<file path="src/rtl/skid_pipe_reg.sv">
// -----------------------------------------------------------------------------
// skid_pipe_reg
//
// Two-entry pipeline stage boundary with a valid/ready handshake, synchronous
// flush and a one-entry skid buffer. It sits in front of the enable-DFF
// register banks between pipeline stages (IF/ID, ID/EX, ...).
//
// The stage sustains one beat per cycle while out_ready stays high. in_ready
// is decoded only from the state register, so a downstream stall never forms
// a combinational path from out_ready back to in_ready. The second (skid)
// entry catches the beat that upstream launched in the same cycle that
// downstream stalled.
//
// Storage:
//   main  - the head entry, always the beat presented on out_data
//   skid  - the second-oldest entry, valid only in FULL
//
// Ports:
//   clk        in   1      clock, all state updates on posedge
//   reset_n    in   1      asynchronous active-low reset
//   flush      in   1      synchronous squash of all held entries
//   in_valid   in   1      upstream presents in_data this cycle
//   in_data    in   WIDTH  upstream payload
//   in_ready   out  1      stage can accept a beat (registered decode)
//   out_valid  out  1      out_data holds a valid beat (registered decode)
//   out_data   out  WIDTH  payload to downstream (registered)
//   out_ready  in   1      downstream accepts the out_data beat this cycle
//   count      out  2      number of held entries, 0..2 (registered decode)
// -----------------------------------------------------------------------------
module skid_pipe_reg #(
  parameter int WIDTH = 64
) (
  input  logic             clk,
  input  logic             reset_n,
  input  logic             flush,
  input  logic             in_valid,
  input  logic [WIDTH-1:0] in_data,
  output logic             in_ready,
  output logic             out_valid,
  output logic [WIDTH-1:0] out_data,
  input  logic             out_ready,
  output logic [1:0]       count
);

  // The encoding equals the occupancy, so count is a plain copy of the
  // state register and needs no decode logic.
  typedef enum logic [1:0] {
    EMPTY = 2'd0,
    ONE   = 2'd1,
    FULL  = 2'd2
  } state_t;

  state_t           state, state_d;
  logic [WIDTH-1:0] main_q, main_d;
  logic [WIDTH-1:0] skid_q, skid_d;

  logic in_fire;
  logic out_fire;

  // ---------------------------------------------------------------------------
  // Output decode: every output is a function of registers only.
  // ---------------------------------------------------------------------------
  assign out_valid = (state != EMPTY);
  assign in_ready  = (state != FULL);
  assign count     = state;
  assign out_data  = main_q;

  assign in_fire  = in_valid  & in_ready;
  assign out_fire = out_valid & out_ready;

  // ---------------------------------------------------------------------------
  // Next-state logic
  // ---------------------------------------------------------------------------
  always_comb begin
    // NOTE: every signal gets a default before the case so no path leaves it
    // unassigned; otherwise synthesis infers a latch to hold the old value.
    state_d = state;
    main_d  = main_q;
    skid_d  = skid_q;

    if (flush) begin
      // Squash wins over any handshake in the same cycle. The data registers
      // are left alone: out_data simply holds while out_valid drops.
      state_d = EMPTY;
    end else begin
      unique case (state)
        EMPTY: begin
          if (in_fire) begin
            main_d  = in_data;
            state_d = ONE;
          end
        end

        ONE: begin
          if (in_fire && out_fire) begin
            // Head leaves and the new beat takes its place: full throughput.
            main_d = in_data;
          end else if (in_fire) begin
            // Downstream stalled while upstream sent: park the beat in skid.
            skid_d  = in_data;
            state_d = FULL;
          end else if (out_fire) begin
            state_d = EMPTY;
          end
        end

        FULL: begin
          // in_ready is low here, so only the drain side can move.
          if (out_fire) begin
            main_d  = skid_q;
            state_d = ONE;
          end
        end

        default: begin
          state_d = EMPTY;
        end
      endcase
    end
  end

  // ---------------------------------------------------------------------------
  // State and data registers
  // ---------------------------------------------------------------------------
  always_ff @(posedge clk or negedge reset_n) begin
    if (!reset_n) begin
      state  <= EMPTY;
      // NOTE: the payload registers are reset as well even though out_valid
      // already qualifies them; this keeps out_data free of X after reset.
      main_q <= '0;
      skid_q <= '0;
    end else begin
      // NOTE: sequential state uses non-blocking assignments so every
      // register samples the pre-edge values regardless of statement order.
      state  <= state_d;
      main_q <= main_d;
      skid_q <= skid_d;
    end
  end

endmodule

</file>
<file path="config.mk">
export PLATFORM = sky130hd
export DESIGN_NAME = skid_pipe_reg
export DESIGN_NICKNAME = d
export VERILOG_FILES = /design/src/rtl/skid_pipe_reg.sv
export SDC_FILE = /design/constraint.sdc
export NUM_CORES = 1
export LEC_CHECK = 0
export BUFFER_PORTS_ARGS = -buffer_cell sky130_fd_sc_hd__buf_2
export CAP_MARGIN = 30
export CORE_ASPECT_RATIO = 0.9
export CORE_MARGIN = 10
export CORE_UTILIZATION = 60
export CTS_BUF_LIST = sky130_fd_sc_hd__clkbuf_8
export DETAILED_ROUTE_END_ITERATION = 7
export HOLD_SLACK_MARGIN = 0.12
export PLACE_DENSITY = 0.87
export SETUP_SLACK_MARGIN = 0.4
export SLEW_MARGIN = 20
export SYNTH_ARGS = -nofsm -noshare
export SYNTH_HDL_FRONTEND = slang
export SYNTH_SLANG_ARGS = --single-unit
</file>
<file path="constraint.sdc">
create_clock -name clk -period 3.07 [get_ports clk]
set_clock_uncertainty 0.1 [all_clocks]
set_input_delay 0.307 -clock clk [delete_from_list [all_inputs] [get_ports clk]]
set_output_delay 0.307 -clock clk [all_outputs]
set_load 0.01 [all_outputs]
</file>
* Word-level counts from Yosys, hierarchy flattened
Index checks and enable logic that the tools add are counted.
Operators by class: equal/unequal tests 10, muxes and demuxes 11, bitwise gates (word level) 4, reductions and logical operators 7
Operators with widths (number):
- $mux W64 | 3
- $pmux W64 S3 | 1
- $mux W2 | 6
- $ne A3 B3 Y1 const B | 3
- $ne A2 B2 Y1 const B | 4
- $reduce_and A4 Y1 | 2
- $pmux W2 S3 | 1
- $reduce_and A5 Y1 | 1
- $ne A4 B4 Y1 const B | 1
- $reduce_bool A3 Y1 | 1
- $and A1 B1 Y1 | 2
- $eq A2 B1 Y1 const B | 1
- $eq A2 B2 Y1 const B | 1
- $logic_not A2 Y1 | 1
- $not A1 Y1 | 2
- $reduce_bool A2 Y1 | 1
- $logic_and A1 B1 Y1 | 1
Storage, ports and cells: register bits after elaboration 130, input bits 69

* Longest topological paths before layout
Gate-level depths: netlist of the first run.
depth after elaboration 7, gate-level depth with buffers 5, mapped depth without buffers 4

* Worst setup path after synthesis of the first run
Ideal clock, no wire load.
path type reg2reg, from reg state[1] (netlist: count[1]), to reg main_q[31] (netlist: out_data[31]), arrival time 1576 ps, setup slack 1269 ps, cell stages (with the launch flop) 6, period minus slack after synthesis 1801 ps, cells stage by stage dfrtp_1 > nor2b_2 > nand2_1 > a21oi_4 > buf_4 > mux2_2
On the way: cells in the longest elaborated chain, start to end 5
Ends and longest elaborated chain:
- start: declaration | line 53 | state_t state, state_d;
- start signal: assignment | line 135 | state <= state_d;
- $ne A2 B2 Y1 or $reduce_bool A2 Y1 (tied branches) | line 64, 63
- $and A1 B1 Y1 (on tied branches) | line 68, 69
- $logic_and A1 B1 Y1 | line 95 | if (in_fire && out_fire) begin
- $ne A2 B2 Y1 (no source line)
- $reduce_and A5 Y1 (no source line)
- end signal: assignment | line 136 | main_q <= main_d;
- end: declaration | line 54 | logic [WIDTH-1:0] main_q, main_d;
Parallel ways exist; a longest one is shown, timed or not. A chain may end at the register's enable or synchronous reset.

* Worst setup path in the final report of the first run
from reg state[1] (netlist: count[1]), to reg state[1] (netlist: count[1])
On the way: cells in the longest elaborated chain, start to end 6
Ends and longest elaborated chain:
- $ne A2 B2 Y1 | line 64 | assign in_ready = (state != FULL);
- $and A1 B1 Y1 | line 68 | assign in_fire = in_valid & in_ready;
- $mux W2 | line 98 | end else if (in_fire) begin
- $mux W2 | line 95
- $pmux W2 S3 | line 86 | unique case (state)
- $mux W2 | line 81 | if (flush) begin
Parallel ways exist; a longest one is shown, timed or not. The select of a mux whose other input is x is not followed.

==> metrics, run 1 <==
Via Count=approximately 3,700; crit start category=flop; Crit path required time=roughly 3300 ps; grt met2 use=between 30% and 40%; drc violations=0; Final Hold Vio Count=0; post-synth cell types=21; final wirelength=between 10,000 and 15,000 um; M1 GR Usage=a little under a quarter; first-pass GRT wire length=~22,000 um; cell family with most CP delay=buffers and inverters; CTS tree=done; Root Driver=clkbuf_8; worst slew pin tran=between 700 and 800 ps; Synth Area in Compound Gates=0.746%; Synth Area in Adders=0%; Yosys reg bits=between 100 and 150; Hold WC Path Type=input pin to flop; post-synth net total=between 400 and 500; ant diodes=0; # rows=33; share of post-route cells with drive strength above 1=a little over three fifths; worst path cell trace=nor2b_4, buf_4, a21oi_1, nor3_1, dlygate4sd3_1; Period minus WS final=between 2000 and 2500 ps; YS warnings=0; slowest cell delay on critical path=approximately 630 ps; top post-synthesis cells by area=dfrtp_1 (57%), mux2_2 (37%), buf_6 (1.8%); Clock H-tree levels=4; count leader, synth=mux2_2; setup TNS=0 ps; vias in the first global route=4,213; Reg area=3250 um2; max frequency=451 MHz; mapped cell area=5700 um2; GRT Util Overall=19.8%; Mean Syn Cell Area=15.9 um2; postcts setup bufs=0; Final Slew Violations=0; largest family of logic cells by synthesized area=multiplexers; Detail Route Antenna Nets=0; Pwr Density=637 nW/um2; maximum vdd drop=0.000576 V; Non-Filler Instances=701; multi-input logic area=2280 um2; simple logic cell fraction of the synthesized area=roughly 1.0%; Buffers on Ports=roughly 140; unrepaired setup endpoints after global routing=no; mux cell area share after synthesis=between 30% and 40%; FILL cells=496; Pwr Total=between 4 and 5 mW; Setup WS post-layout=between 800 and 900 ps; Placer Congestion=slightly above 0.8; IO Pins=137; Initial Util=roughly 62%; initial antenna violation count=0; post-DR vias/cell=around 5.3; Seq/Total Area, Yosys=57.0%; share of the synthesized area in the top cell type=57.0%; die area=roughly 14,000 um2; drt pass-1 iters=4; status=completed; CTS buffer count=17; Max Cap Viol=0; grt peak-use layer=met2; Placed Cells=603; Final period util=72.3%; cell taking the most area after synthesis=dfrtp_1; Clock Path Buffers=2; Rel. slew slack=between 40% and 50%; WS Path Type=flop to flop; worst hold slack=roughly 220 ps; cell area after layout=about 7500 um2; met3 GRT Util=a little over 7%; Overflow after GRT=0; post-placement setup slack=roughly 1000 ps; layout overhead on the synthesized area=32.0%; Die Width=123 um; crit end category=flop; leakage=about 3.4 nW; Post-synth top flop=dfrtp_1; # clock sinks=130; Final nets=637; CP max FO=37; asr flop ratio synth=between 90% and 100%; routed length per instance=roughly 19 um; DRT iter0 DRCs=210; Critical-path top delay cell=dlygate4sd3_1; Worst Path Buf+Inv=2; hold_buf cts=68; CTS resizes=0; Reg clk slew, reported paths=roughly 70 ps; Post-DP Area=~6400 um2; Die Ht=about 110 um; final core occ=81.8%; xor/xnor share of the synthesized area=0%; final setup vio count=0; Synth Instances=358; core area=9210 um2; clock latency at the later pin of the worst-skew pair=roughly 420 ps; EDFF count, synth=0; largest net degree at the start of global routing=slightly above 70; DP HPWL=8460 um; Synth top cells by count=mux2_2 (186), dfrtp_1 (130), buf_4 (9), buf_6 (9), mux2_1 (5); CP arrival=~2500 ps
[cell usage in the layout (no fill, tap or decap), drive strengths merged]
cell / synthesis / final
mux2: 192 / 192
buf: 20 / 143
dfrtp: 130 / 130
dlygate4sd3: 0 / 68
clkbuf: 0 / 17
clkinv: 0 / 5
clkinvlp: 0 / 3
bufinv: 0 / 3
a21oi: 3 / 3
inv: 1 / 3
nand2: 2 / 2
nor2b: 2 / 2
or2: 1 / 1
nand3b: 1 / 1
nand2b: 1 / 1
o21a: 1 / 1
o22a: 1 / 1
nor2: 1 / 1
nor3b: 1 / 1
nor3: 1 / 1
[cell families (layout without fill, tap and decap cells)]
family,count (synthesis),after routing
compound gates,5,5
buf+inv,21,242
flops,130,130
mux,192,192
simple gates,10,10
[worst paths after layout]
kind                               from           end  slack, ps  cells after the start
setup / recovery               count[1]      count[1]        850                      5
hold / removal                 in_valid      count[0]        220                      4
setup reg to reg               count[1]      count[1]        850                      5
hold reg to reg            out_data[33]  out_data[33]        400                      1
max in group asynchronous       reset_n    skid_q[32]       1630                      3
min in group asynchronous       reset_n    skid_q[42]        380                      2
[flip-flops by register name, indices dropped and copies added (netlist names)]
register and flops:
out_data 64, skid_q 64, count 2
[layout make-up]
cell class                 instances  area share [%]
sequential                       130            43.2
clock buffer                      17            3.11
inverter                           1          0.0499
tap                              122            2.03
multi-input combinational        207            30.3
timing repair buffer             211            19.1
clock inverter                    13            2.19
[power breakdown]
part | switching [mW] | internal [mW] | leakage, nW
clock network | 0.658 | 0.796 | 0.195
registers | 0.218 | 2.13 | 1.57
logic | 0.415 | 0.584 | 1.64
total | 1.29 | 3.51 | 3.40
[metal layers]
metal  vias to the layer above  part of all wire (%)  wire length, um
li1                       1711                     -                -
met1                      1876                    40             5340
met2                       125                    50             6670
met3                        25                   7.1              943
met4                         0                   2.1              274
met5                         -                     0                0
[tightest hold or removal path: stages]
cell    delay, ps
buf_2         100
o21a_1        130
o22a_1        120
nor2_1         30
Note: power is estimated with default switching activity, not from simulation.
==> inputs of run 2 (changes only) <==
--- a/config.mk
+++ b/config.mk
@@ -9,11 +9,11 @@
 export CAP_MARGIN = 30
 export CORE_ASPECT_RATIO = 0.9
 export CORE_MARGIN = 10
-export CORE_UTILIZATION = 60
+export CORE_UTILIZATION = 50
 export CTS_BUF_LIST = sky130_fd_sc_hd__clkbuf_8
 export DETAILED_ROUTE_END_ITERATION = 7
 export HOLD_SLACK_MARGIN = 0.12
-export PLACE_DENSITY = 0.87
+export PLACE_DENSITY = 0.77
 export SETUP_SLACK_MARGIN = 0.4
 export SLEW_MARGIN = 20
 export SYNTH_ARGS = -nofsm -noshare
==> constraint.sdc (replaced) <==
create_clock -name clk -period 1.8 [get_ports clk]
set_clock_uncertainty 0.1 [all_clocks]
set_input_delay 0.18 -clock clk [delete_from_list [all_inputs] [get_ports clk]]
set_output_delay 0.18 -clock clk [all_outputs]
set_load 0.01 [all_outputs]
==> metrics, run 2 (same netlist as run 1, synthesis figures left out) <==
initial antenna violation count=0; Final Slew Violations=0; CP max FO=13; routed length per instance=about 20 um; Placer Congestion=~0.7; layout overhead on the synthesized area=48.8%; most frequent cells in the layout=buf_2 (132), dfrtp_1 (128), mux2_2 (107), mux2_4 (84), dlygate4sd3_1 (68); Detail Route Antenna Nets=0; post-DR vias/cell=between 5 and 6; first-pass GRT wire length=between 20,000 and 25,000 um; # rows=36; Hold WC Path Type=input pin to asynchronous set/reset pin; Crit path required time=between 2000 and 2500 ps; clock latency at the later pin of the worst-skew pair=between 400 and 500 ps; core area=approximately 11,000 um2; Pwr Total=a little over 8 mW; drt pass-1 iters=4; Pwr Density=slightly below 1000 nW/um2; Final Hold Vio Count=0; Rel. slew slack=slightly above 70%; CP arrival=2060 ps; GRT Util Overall=18.6%; Initial Util=about half; max frequency=about 540 MHz; status=finished with violations; Reg clk slew, reported paths=approximately 70 ps; Root Driver=clkbuf_8; largest net degree at the start of global routing=67; DRT iter0 DRCs=about 130; Final period util=102%; # clock sinks=130; Setup WS post-layout=-40.3 ps; Via Count=around 4,000; Die Ht=between 100 and 150 um; crit start category=flop; Die Width=133 um; final wirelength=15,200 um; hold_buf cts=between 60 and 70; Buffers on Ports=roughly 140; Clock H-tree levels=4; unrepaired setup endpoints after global routing=yes; Overflow after GRT=0; IO Pins=between 100 and 150; final setup vio count=48; Period minus WS final=1840 ps; vias in the first global route=4,517; Max Cap Viol=0; leakage=roughly 3.9 nW; commonest non-fill, non-tap cell in the layout=buf_2; post-placement setup slack=-20.3 ps; worst hold slack=around 110 ps; drc violations=0; worst slew pin tran=417 ps; ant diodes=0; WS Path Type=flop to flop; DP HPWL=approximately 9000 um; CTS buffer count=17; share of post-route cells with drive strength above 1=about two thirds; Final nets=~670; maximum vdd drop=0.000602 V; die area=about 16,000 um2; crit end category=flop; Clock Path Buffers=2; failing checks=negative setup slack; CTS tree=done
## run 2: power by group
part	switching [mW]	leakage (nW)	internal, mW	total, mW
registers	0.415	1.56	3.63	4.05
clock network	1.10	0.185	1.01	2.11
logic	0.757	2.19	1.36	2.12
## run 2: critical path, stage by stage (launching register included)
cell and delay, ps:
dfrtp_2 470, nor2b_4 210, buf_4 180, buf_16 150, mux2_2 350, mux2_4 250
## run 2: stage by stage
| stage | instances | util (%) | setup TNS (ps) | cell area (um2) |
|---|---|---|---|---|
| after floorplan | 358 | - | 0 | 6060 |
| after global placement | 640 | 63.3 | 0 | 6950 |
| after detailed placement | 640 | 63.3 | -206 | 6950 |
| after CTS | 756 | 75.6 | -911 | 8310 |
| after global routing | 765 | 77.2 | -5580 | 8480 |
| final | 765 | 77.2 | -926 | 8480 |
## run 2: final timing paths
path | start | end | slack, ps | depth (start not counted)
max | count[0] | out_data[41] | -40 | 5
min | reset_n | out_data[32] | 110 | 2
max reg2reg | count[0] | out_data[41] | -40 | 5
min reg2reg | out_data[1] | out_data[1] | 400 | 1
max in group asynchronous | reset_n | out_data[34] | 710 | 3
min in group clk | out_ready | count[0] | 210 | 5
## run 2: final cells by class
class / instances / area (um2)
fill: 662 / 2510
tap: 152 / 190
clock inverter: 10 / 47.5
sequential: 130 / 3260
inverter: 1 / 6.26
clock buffer: 20 / 275
multi-input combinational: 207 / 2620
timing repair buffer: 245 / 2090
## run 2: repair_timing
item | in CTS | in global routing
resized for setup | 15 | 10
buffers inserted | 14 | 4
hold endpoints to repair | 260 | 21
cloned | 3 | 5
pin swaps | 0 | 1
endpoints found under the setup margin | 130 | 140
## run 2: per-layer routing
layer  global-route usage, %  part of all wire (%)  wire (um)
met4                    7.55                   1.7        259
met5                       0                     0          0
met2                    31.0                    51       7750
met3                    6.37                   5.0        756
met1                    21.7                    42       6470
